[src/rtl/decoder_nto2n_scan.sv]
// decoder_nto2n_scan
//   Registered N-to-2^N one-hot decoder with enable. It has two modes:
//   direct decode of sel, and auto-scan. In auto-scan the one-hot output
//   walks through every position by itself and holds each one for DWELL
//   cycles. Typical use is digit/row select for multiplexed displays.
//
//   Optional build macro: DECODER_SCAN_BLANK_EN
//     When defined, a one-cycle all-zero BLANK slot is inserted before each
//     scan advance. This is anti-ghosting for multiplexed displays, and it
//     makes each position last DWELL+1 cycles.
//
// Ports
//   clk    in   system clock, rising edge
//   rst_n  in   synchronous reset, active low
//   en     in   enable; low drives out/idx/step/wrap to zero
//   mode   in   0 = direct decode, 1 = auto-scan
//   sel    in   [SEL_W-1:0] select index (direct mode only)
//   out    out  [OUT_W-1:0] registered one-hot output, zero when disabled
//   idx    out  [SEL_W-1:0] registered index currently shown on out
//   step   out  pulse on the first cycle of a new scan position
//   wrap   out  pulse together with step when idx returns to 0
//
// States
//   state    | meaning
//   S_IDLE   | en=0, all outputs zero
//   S_DIRECT | en=1, mode=0, out follows sel
//   S_SCAN   | en=1, mode=1, dwell counter running
//   S_BLANK  | one blank cycle between scan positions (macro builds only)
module decoder_nto2n_scan #(
  parameter  int SEL_W = 2,
  parameter  int DWELL = 4,
  localparam int OUT_W = 1 << SEL_W,
  localparam int CNT_W = (DWELL <= 2) ? 1 : $clog2(DWELL)
) (
  input  logic             clk,
  input  logic             rst_n,
  input  logic             en,
  input  logic             mode,
  input  logic [SEL_W-1:0] sel,
  output logic [OUT_W-1:0] out,
  output logic [SEL_W-1:0] idx,
  output logic             step,
  output logic             wrap
);

  localparam logic [CNT_W-1:0] DWELL_M1 = CNT_W'(DWELL - 1);

  typedef enum logic [1:0] {
    S_IDLE   = 2'd0,
    S_DIRECT = 2'd1,
    S_SCAN   = 2'd2
`ifdef DECODER_SCAN_BLANK_EN
    ,S_BLANK = 2'd3
`endif
  } state_t;

  state_t           state_q, state_d;
  logic [OUT_W-1:0] out_q,   out_d;
  logic [SEL_W-1:0] idx_q,   idx_d;
  logic [CNT_W-1:0] cnt_q,   cnt_d;
  logic             step_q,  step_d;
  logic             wrap_q,  wrap_d;
  logic [SEL_W-1:0] nxt_idx;

  always_ff @(posedge clk) begin
    if (!rst_n) begin
      state_q <= S_IDLE;
      out_q   <= '0;
      idx_q   <= '0;
      cnt_q   <= '0;
      step_q  <= 1'b0;
      wrap_q  <= 1'b0;
    end else begin
      state_q <= state_d;
      out_q   <= out_d;
      idx_q   <= idx_d;
      cnt_q   <= cnt_d;
      step_q  <= step_d;
      wrap_q  <= wrap_d;
    end
  end

  always_comb begin
    state_d = state_q;
    out_d   = out_q;
    idx_d   = idx_q;
    cnt_d   = cnt_q;
    step_d  = 1'b0;
    wrap_d  = 1'b0;
    // The increment wraps naturally at SEL_W bits.
    nxt_idx = idx_q + SEL_W'(1);

    if (!en) begin
      state_d = S_IDLE;
      out_d   = '0;
      idx_d   = '0;
      cnt_d   = '0;
    end else if (!mode) begin
      state_d = S_DIRECT;
      out_d   = OUT_W'(1) << sel;
      idx_d   = sel;
      cnt_d   = '0;
    end else begin
      case (state_q)
        S_SCAN: begin
          if (cnt_q == DWELL_M1) begin
            cnt_d = '0;
`ifdef DECODER_SCAN_BLANK_EN
            state_d = S_BLANK;
            out_d   = '0;
`else
            idx_d  = nxt_idx;
            out_d  = OUT_W'(1) << nxt_idx;
            step_d = 1'b1;
            wrap_d = (nxt_idx == '0);
`endif
          end else begin
            cnt_d = cnt_q + CNT_W'(1);
          end
        end
`ifdef DECODER_SCAN_BLANK_EN
        S_BLANK: begin
          state_d = S_SCAN;
          cnt_d   = '0;
          idx_d   = nxt_idx;
          out_d   = OUT_W'(1) << nxt_idx;
          step_d  = 1'b1;
          wrap_d  = (nxt_idx == '0);
        end
`endif
        default: begin
          // Entry from IDLE or DIRECT always restarts the scan at position 0.
          state_d = S_SCAN;
          out_d   = OUT_W'(1);
          idx_d   = '0;
          cnt_d   = '0;
        end
      endcase
    end
  end

  assign out  = out_q;
  assign idx  = idx_q;
  assign step = step_q;
  assign wrap = wrap_q;

endmodule

[config.mk]
export PLATFORM = sky130hd
export DESIGN_NAME = decoder_nto2n_scan
export DESIGN_NICKNAME = d
export VERILOG_FILES = /design/src/rtl/decoder_nto2n_scan.sv
export SDC_FILE = /design/constraint.sdc
export NUM_CORES = 1
export LEC_CHECK = 0
export BUFFER_PORTS_ARGS = -buffer_cell sky130_fd_sc_hd__buf_2
export CAP_MARGIN = 20
export CORE_AREA = 5 5 42 44
export CTS_CLUSTER_SIZE = 30
export DETAILED_ROUTE_END_ITERATION = 8
export DIE_AREA = 0 0 47 49
export GPL_ROUTABILITY_DRIVEN = 0
export PLACE_DENSITY = 0.69
export SYNTH_ARGS = -nofsm -noshare
export SYNTH_HDL_FRONTEND = slang
export SYNTH_SLANG_ARGS = --single-unit
export TNS_END_PERCENT = 1
[constraint.sdc]
create_clock -name clk -period 2.3 [get_ports clk]
set_input_delay 0.46 -clock clk [delete_from_list [all_inputs] [get_ports clk]]
set_output_delay 0.46 -clock clk [all_outputs]
set_load 0.02 [all_outputs]
# After elaboration in Yosys (flattened, before gate mapping)
# Cells that the tools add are included.
# Widths: inputs -> output; s select.
# classes
n_addsub,2
n_eq_ne,4
n_shift,2
n_mux,9
bitwise_logic,4
n_reduce_logical,6
# ops
operator,n
$mux 4,3
$shl 1x2->4 const A,2
$mux 2,3
$reduce_and 5->1,1
$reduce_or 5->1,1
$add 2x1->2 const B,2
$eq 2x2->1 const B,2
$not 1->1,4
$reduce_and 4->1,1
$mux 1,3
$ne 3x3->1 const B,1
$reduce_and 3->1,1
$logic_not 2->1,1
$ne 2x2->1 const B,1
$reduce_and 2->1,1
# word_totals
regBits,12
input_bits,6
output_inout_bits,8
wordCells,34

# Depth between registers and ports, before layout
# Gate-level depths: netlist (run 1).
# depth
ltp_word,5
depth_mapped,5
depth_no_buf,5

# Worst setup path after synthesis (run 1)
# Ideal clock, no wire load.
# synth_path
path_kind,register to register
from,"reg idx_q[0], in the netlist idx[0]"
to,"reg idx_q[1], in the netlist idx[1]"
setup_time_ns,0.116
arrival_time_ns,1.174
required_time_ns,2.184
slack_ns,1.010
stages_incl_launch_ff,6
n_path_buf,0
period_less_slack_ns,1.290
path_cell_list,dfxtp_1 -> inv_1 -> ha_1 -> nand2b_1 -> a21oi_1 -> nor2_1
# synth_via
elab_chain_cells,4
# synth_lines
element,line_no,text
from (decl),59,"logic [SEL_W-1:0] idx_q, idx_d;"
from (signal assigned),76,idx_q <= idx_d;
$add 2x1->2,91,nxt_idx = idx_q + SEL_W'(1);
$mux 2,106,if (cnt_q == DWELL_M1) begin
$mux 2,104,case (state_q)
$mux 2,98,end else if (!mode) begin
# Every way passes these cells. The select of a mux whose other input is x is not followed.
# A chain may end at the register's enable or synchronous reset.

# Worst setup path in the final report (run 1)
# layout_path
from,"reg idx_q[0], in the netlist idx[0]"
to,out idx[0]
# layout_rtl
element,line_no,text
to (decl),41,"output logic [SEL_W-1:0] idx,"
# No word-level cell between the ends.

==> impl_metrics.yaml, run 1 <==
timing:
  fmax_mhz: 735.2
  timing.final.ws_setup_ns: 0.9399
  finalCriticalPeriod_ns: 1.360
  hold_violations: 0
  tightest_slew_ns: 0.3102
  setup-violations-final: 0
  drv_slew: 0
  finClkSkew_ns: 0.004457
  fin_setup_tns_ns: 0
  rsz0062_at_grt: "false"
  fin_crit_sh_pct: 59.13
  relSlewSlack_pct: 79.32
power:
  intPower_uw: 323.8
  seqPwrFrac_pct: 51.3
  powerDensity_nw_per_um2: 623.9
  pwr-share-clk_pct: 40.4
  leakage_nw: 0.3148
  ir_drop_v: 0.0003952
  p_sw_uw: 96.16
  p_comb_share_pct: 8.3
  p_sw_share_pct: 22.90
cts:
  clk_latency_ns: 0.27
  post_cts_buffers: 0
  cts_buffers: 3
  cts_tree: "yes"
  cts_root_buf: "clkbuf_4"
  clkTransAtPathRegs_ns: 0.08
  holdBufCountCts: 0
  postCtsResizedCells: 0
  clockBufferDepth: 2
  clock_sinks: 12
  htreeDepth: 1
cells_and_area:
  diodes: 0
  seq_area_um2: 240.2
  fin_area_um2: 673.1
  stdcell_count: 92
  multi_input_area_um2: 296.5
  area_delta_synth_final_pct: 18.50
  drive_above_1_share_pct: 28.95
  fill_cells: 146
  final_util_pct: 48.04
  nets: 89
critical_path:
  cp-start-kind: "register"
  crit_path_end_kind: "output port"
  cp.required_ns: 1.84
  path_cells: "buf_2"
  path_buf_inv: 1
  critPathTopFamily: "flip-flops"
  slowest_delay_ns: 0.43
  cp.arrival_ns: 0.90
  path_max_fanout: 6
  crit_type: "reg2out"
  cp_slowest_cell: "dfxtp_1"
synth:
  netlist_instances: 61
  ys_types: 23
  syn_area_per_cell_um2: 9.312
  synth_area_um2: 568.0
  synth_seq_cells: 12
  yosysWarnings: 0
  synth-seq-area-share_pct: 42.29
  synth_nets: 73
flow_run:
  cap_violations: 0
placement:
  place_ws_ns: 0.9230
  dp.cells: 88
  hpwl_um: 787.1
  placed_cell_area_um2: 636.9
  io_buffers: 13
floorplan:
  fp.dieH_um: 49
  rows: 14
  dieArea_um2: 2303
  core_um2: 1401
  die_x_um: 47
  start_util_pct: 40.54
  ioPinCount: 14
drt:
  vias_per_cell: 4.935
  via_count: 454
  drc: 0
  post_drt_wl_per_cell_um: 10.98
  wirelength_um: 1010
  drtAntennaViolNets: 0
  drt_iter0_markers: 7
  firstDrtPassIters: 4
status:
  outcome: "completed"
grt:
  grt_use_total_pct: 10.25
  grt.overflow.total: 0
  grt_max_degree: 10
  grt_pass1_wl_um: 1780
  grt_pass1_vias: 425
  antenna_found_initial: 0
worst_hold_path:
  min_path_type: "in2reg"
==> kinds of logic after synthesis <==
logic type | synth area share (%)
flops | 42.29
simple gates | 24.01
buf+inv | 5.505
fa+ha+maj | 13.22
compound gates | 14.98
==> final timing paths <==
check	from	end	slack [ns]	cells past startpoint
min	en	state_q[1]	0.44	2
min reg2reg	cnt_q[0]	cnt_q[0]	0.46	1
max reg2reg	cnt_q[0]	out[3]	1.01	4
max	idx[0]	idx[0]	0.94	1
==> cell usage after synthesis, drive strengths merged <==
cell     number  area, um2
nand2b        2      12.51
and3b         1      8.760
o22ai         1      6.260
a21oi         3      15.01
a21boi        1      7.510
a22oi         1      7.510
inv           4      15.01
buf           2      16.26
and3          1      7.510
nand4bb       1      11.26
nor3b         1      12.51
o21ai         8      40.04
a2bb2oi       1      8.760
nand2         5      26.27
dfxtp        12      240.2
nor2          6      22.52
ha            6      75.07
or3           1      6.260
and2          1      6.260
and2b         2      17.52
nor3          1      5.000
==> power by group through the flow <==
stage	clock (mW)	combinational [mW]	sequential (mW)
2_1_floorplan	0	0.0196	0.224
3_3_place_gp	0	0.0346	0.221
3_5_place_dp	0	0.0348	0.221
4_1_cts	0.175	0.0350	0.216
5_1_grt	0.187	0.0394	0.216
6_report	0.169	0.0349	0.216
==> cell type report <==
type,count,area share (%)
Clock buffer,4,5.390
Multi-Input combinational cell,43,44.05
Inverter,4,2.230
Sequential cell,12,35.69
Tap cell,16,2.974
Timing Repair Buffer,13,9.665
==> layout by cell type, fill, tap and decap left out, types with 2 or more instances in the layout <==
cell,instances
o21ai_0,8
a21oi_1,3
nand2_1,4
nor2_1,6
clkbuf_4,3
and2b_2,2
nand2b_1,2
dfxtp_1,12
ha_1,6
inv_1,4
buf_2,13
==> metal layers <==
metal,up-vias,part of all wire (%),global-route usage (%)
li1,236,-,-
met1,201,49,14.48
met2,15,43,13.35
met3,2,7.6,4.428
met4,0,0.40,4.147
met5,-,0,0
==> sequential cells by signal (all words and copies together) (netlist names) <==
name and flops:
wrap 1, idx 2, cnt_q 2, step 1, state_q 2, out 4
==> per-stage QoR <==
stage,hold slack (ns),power (mW)
floorplan,0.4294,0.2440
global placement,0.4424,0.2554
detailed placement,0.4482,0.2554
CTS,0.4387,0.4260
global route,0.4462,0.4427
finish,0.4430,0.4200
Note: power is estimated with default switching activity, not from simulation.
==> run 2, diff against run 1 <==
ABC_AREA = 1   (was not set)
CORE_AREA = not set   (was 5 5 42 44)
CORE_MARGIN = 5   (was not set)
CORE_UTILIZATION = 45   (was not set)
DIE_AREA = not set   (was 0 0 47 49)
PLACE_DENSITY = 0.72   (was 0.69)
clock period = 1.3 ns   (was 2.3 ns; I/O delays follow)
==> impl_metrics.yaml, run 2 <==
critical_path:
  crit_path_end_kind: "output port"
  startpoint: "idx[0]"
  path_max_fanout: 5
  path_buf_inv: 1
  cp-start-kind: "register"
  cp_slowest_cell: "dfxtp_1"
  rr_startpoint: "cnt_q[0]"
  cp.arrival_ns: 0.89
  cp.required_ns: 1.04
  slowest_delay_ns: 0.41
  crit_type: "reg2out"
  path_cells: "buf_2"
  critPathTopFamily: "flip-flops"
  reg2reg_setup_slack_ns: 0.18
cts:
  holdBufCountCts: 0
  clock_sinks: 12
  clk_latency_ns: 0.28
  clkTransAtPathRegs_ns: 0.08
  cts_tree: "yes"
  cts_root_buf: "clkbuf_4"
  postCtsResizedCells: 0
  clockBufferDepth: 2
  cts_buffers: 3
  htreeDepth: 1
  post_cts_buffers: 0
worst_hold_path:
  min_path_type: "in2reg"
  hp-start: "mode"
synth:
  synth_top_flop_cell: "dfxtp_1"
  yosysTopAreaCell: "dfxtp_1"
  synth_top_cells_by_area: "dfxtp_1 (41%), ha_1 (13%), a21oi_1 (6.8%), inv_1 (6.4%), nor2_1 (5.1%)"
  netlist_instances: 70
  yosysMostFrequentCell: "dfxtp_1"
  yosysWarnings: 0
  synth-seq-area-share_pct: 40.94
  synth_nets: 82
  synth_area_um2: 586.8
  synth.top_cell.area_share_pct: 40.94
  syn_area_per_cell_um2: 8.383
  synth_common_cells: "dfxtp_1 (12), inv_1 (10), a21oi_1 (8), nor2_1 (8), nand2_1 (7)"
  async_flop_share_pct: 0
  synth_seq_cells: 12
  synth_edf_count: 0
  ys_types: 17
cells_and_area:
  final_util_pct: 55.72
  fin_area_um2: 706.9
  diodes: 0
  largest_reg_flops: 4
  fill_cells: 121
  drive_above_1_share_pct: 31.03
  final_common_cell: "buf_2"
  area_delta_synth_final_pct: 20.47
  nets: 100
  final_cell_mix: "buf_2 (13), dfxtp_1 (12), inv_1 (10)"
power:
  ir_drop_v: 0.0006259
  p_comb_share_pct: 9.9
  p_sw_uw: 192.5
  p_sw_share_pct: 25.10
  pwr-share-clk_pct: 39.9
  seqPwrFrac_pct: 50.1
  total_power_uw: 766.7
  powerDensity_nw_per_um2: 1085
  leakage_nw: 0.3380
  intPower_uw: 574.3
grt:
  grt_pass1_wl_um: 1918
  grt_pass1_vias: 481
  grt_max_degree: 9
  antenna_found_initial: 0
  grt.overflow.total: 0
  grt_use_total_pct: 12.83
placement:
  hpwl_um: 836.4
  io_buffers: 13
  placed_cell_area_um2: 670.6
  place_ws_ns: 0.1922
timing:
  fin_setup_tns_ns: 0
  fin_crit_sh_pct: 88.77
  finalCriticalPeriod_ns: 1.154
  hold_violations: 0
  finClkSkew_ns: 0.002984
  timing.final.ws_setup_ns: 0.1460
  tightest_slew_ns: 0.2363
  fmax_mhz: 866.5
  relSlewSlack_pct: 84.23
  setup-violations-final: 0
  drv_slew: 0
  rsz0062_at_grt: "false"
floorplan:
  rows: 13
  ioPinCount: 14
  fp.dieH_um: 46.11
  core_um2: 1269
  die_x_um: 46.11
  start_util_pct: 46.25
  dieArea_um2: 2126
drt:
  vias_per_cell: 5.167
  via_count: 527
  firstDrtPassIters: 4
  drc: 0
  wirelength_um: 1150
  drtAntennaViolNets: 0
  drt_iter0_markers: 26
  post_drt_wl_per_cell_um: 11.27
flow_run:
  cap_violations: 0
status:
  outcome: "completed"
-- run 2: logic make-up after synthesis --
group,Yosys count,share of synthesized area [%]
flops,12,40.94
buf+inv,11,7.036
simple gates,25,24.31
fa+ha+maj,6,12.79
compound gates,16,14.92
-- run 2: power by group through the flow --
stage	logic (mW)	registers, mW	clock network, mW
6_report	0.0762	0.384	0.306
5_1_grt	0.0852	0.386	0.326
4_1_cts	0.0755	0.385	0.312
3_5_place_dp	0.0749	0.393	0
3_3_place_gp	0.0749	0.393	0
2_1_floorplan	0.0426	0.400	0
-- run 2: area by class of cell --
cell class	count	area [um2]	share of cell area, %
Clock buffer	4	36.28	5.133
Inverter	11	41.29	5.841
Multi-Input combinational cell	47	305.3	43.19
Sequential cell	12	240.2	33.98
Tap cell	15	18.77	2.655
Timing Repair Buffer	13	65.06	9.204
-- run 2: final timing paths --
path,to,cells past startpoint
setup / recovery,idx[0],1
setup reg to reg,out[2],5
hold / removal,state_q[0],2
hold reg to reg,cnt_q[0],1
-- run 2: metal layers --
metal  share of wire [%]  track usage (%)  up-vias
met4                 4.3            10.23        0
li1                    -                -      261
met2                  47            21.70       23
met1                  39            13.44      236
met5                   0                0        -
met3                 9.0            2.734        7
-- run 2: through the flow --
step / cells / hold slack [ns]
2_1_floorplan: 70 / 0.3324
3_3_place_gp: 98 / 0.4351
4_1_cts: 102 / 0.2258
5_1_grt: 102 / 0.2350
6_report: 102 / 0.2279
3_5_place_dp: 98 / 0.4392
==> run 3, diff against run 2 <==
RECOVER_POWER = 50   (was not set)
==> impl_metrics.yaml, run 3 (synthesis gave the netlist of run 2 again) <==
drt:
  wirelength_um: 1121
  post_drt_wl_per_cell_um: 10.99
  drc: 0
  drtAntennaViolNets: 0
  drt_iter0_markers: 17
  vias_per_cell: 4.971
  firstDrtPassIters: 4
  via_count: 507
critical_path:
  cp.arrival_ns: 0.89
  critPathTopFamily: "flip-flops"
  cp_slowest_cell: "dfxtp_1"
  slowest_delay_ns: 0.41
  cp.required_ns: 1.04
  path_max_fanout: 5
  crit_type: "reg2out"
  crit_path_end_kind: "output port"
  path_buf_inv: 1
  path_cells: "buf_2"
  cp-start-kind: "register"
floorplan:
  die_x_um: 46.11
  ioPinCount: 14
  dieArea_um2: 2126
  fp.dieH_um: 46.11
  start_util_pct: 46.25
  rows: 13
  core_um2: 1269
grt:
  grt_use_total_pct: 12.83
  grt.overflow.total: 0
  grt_max_degree: 9
  antenna_found_initial: 0
  grt_pass1_vias: 481
  grt_pass1_wl_um: 1918
power:
  leakage_nw: 0.3129
  total_power_uw: 762.7
  ir_drop_v: 0.0006295
  powerDensity_nw_per_um2: 1110
cells_and_area:
  final_cell_mix: "dfxtp_1 (12), inv_1 (10), nor2_1 (8), a21oi_1 (8), buf_2 (8)"
  stdcell_count: 102
  area_delta_synth_final_pct: 17.06
  largest_reg_flops: 4
  diodes: 0
  nets: 100
  fill_cells: 128
  final_common_cell: "dfxtp_1"
  drive_above_1_share_pct: 25.29
status:
  outcome: "completed"
cts:
  cts_buffers: 3
  clockBufferDepth: 2
  htreeDepth: 1
  clock_sinks: 12
  cts_root_buf: "clkbuf_4"
  clkTransAtPathRegs_ns: 0.08
  cts_tree: "yes"
  holdBufCountCts: 0
  postCtsResizedCells: 0
  post_cts_buffers: 0
  clk_latency_ns: 0.28
flow_run:
  cap_violations: 0
timing:
  tightest_slew_ns: 0.3569
  relSlewSlack_pct: 76.18
  finalCriticalPeriod_ns: 1.154
  fin_setup_tns_ns: 0
  fin_crit_sh_pct: 88.77
  setup-violations-final: 0
  fmax_mhz: 866.6
  hold_violations: 0
  finClkSkew_ns: 0.002879
  drv_slew: 0
  rsz0062_at_grt: "false"
placement:
  io_buffers: 13
  dp.cells: 98
  hpwl_um: 836.4
worst_hold_path:
  min_path_type: "in2reg"
==> run 3: report_power, final <==
part | switching [mW] | total [mW] | internal (mW)
combinational | 0.0475 | 0.0727 | 0.0252
clock | 0.136 | 0.307 | 0.171
sequential | 0.00681 | 0.383 | 0.376
==> run 3: cell type report <==
cell class / count / area, um2 / area share, %
tap: 15 / 18.77 / 2.732
sequential: 12 / 240.2 / 34.97
inverter: 11 / 41.29 / 6.011
clock buffer: 4 / 36.28 / 5.282
timing repair buffer: 13 / 58.81 / 8.561
multi-input combinational: 47 / 291.5 / 42.44
==> run 3: layer usage <==
layer	part of all wire (%)	up-vias	global-route usage, %
met4	3.8	0	10.23
met5	0	-	0
li1	-	259	-
met2	47	11	21.70
met3	6.2	5	2.734
met1	43	232	13.44
==> run 3: path summary, 6_finish.rpt <==
path | from | slack [ns] | end | depth (start not counted)
hold reg to reg | cnt_q[0] | 0.45 | cnt_q[0] | 1
setup / recovery | idx[0] | 0.15 | idx[0] | 1
hold / removal | sel[1] | 0.24 | out[3] | 3
setup reg to reg | cnt_q[0] | 0.18 | idx[0] | 5
==> run 3: per-stage QoR <==
| stage | instance area (um2) | hold slack, ns | util, % | worst slack (ns) |
|---|---|---|---|---|
| 5_1_grt | 686.9 | 0.2642 | 54.14 | 0.09284 |
| 6_report | 686.9 | 0.2427 | 54.14 | 0.1460 |
| 4_1_cts | 706.9 | 0.2258 | 55.72 | 0.1413 |
| 3_3_place_gp | 670.6 | 0.4351 | 52.86 | 0.2119 |
| 3_5_place_dp | 670.6 | 0.4392 | 52.86 | 0.1922 |
| 2_1_floorplan | 586.8 | 0.3324 | - | 0.1901 |
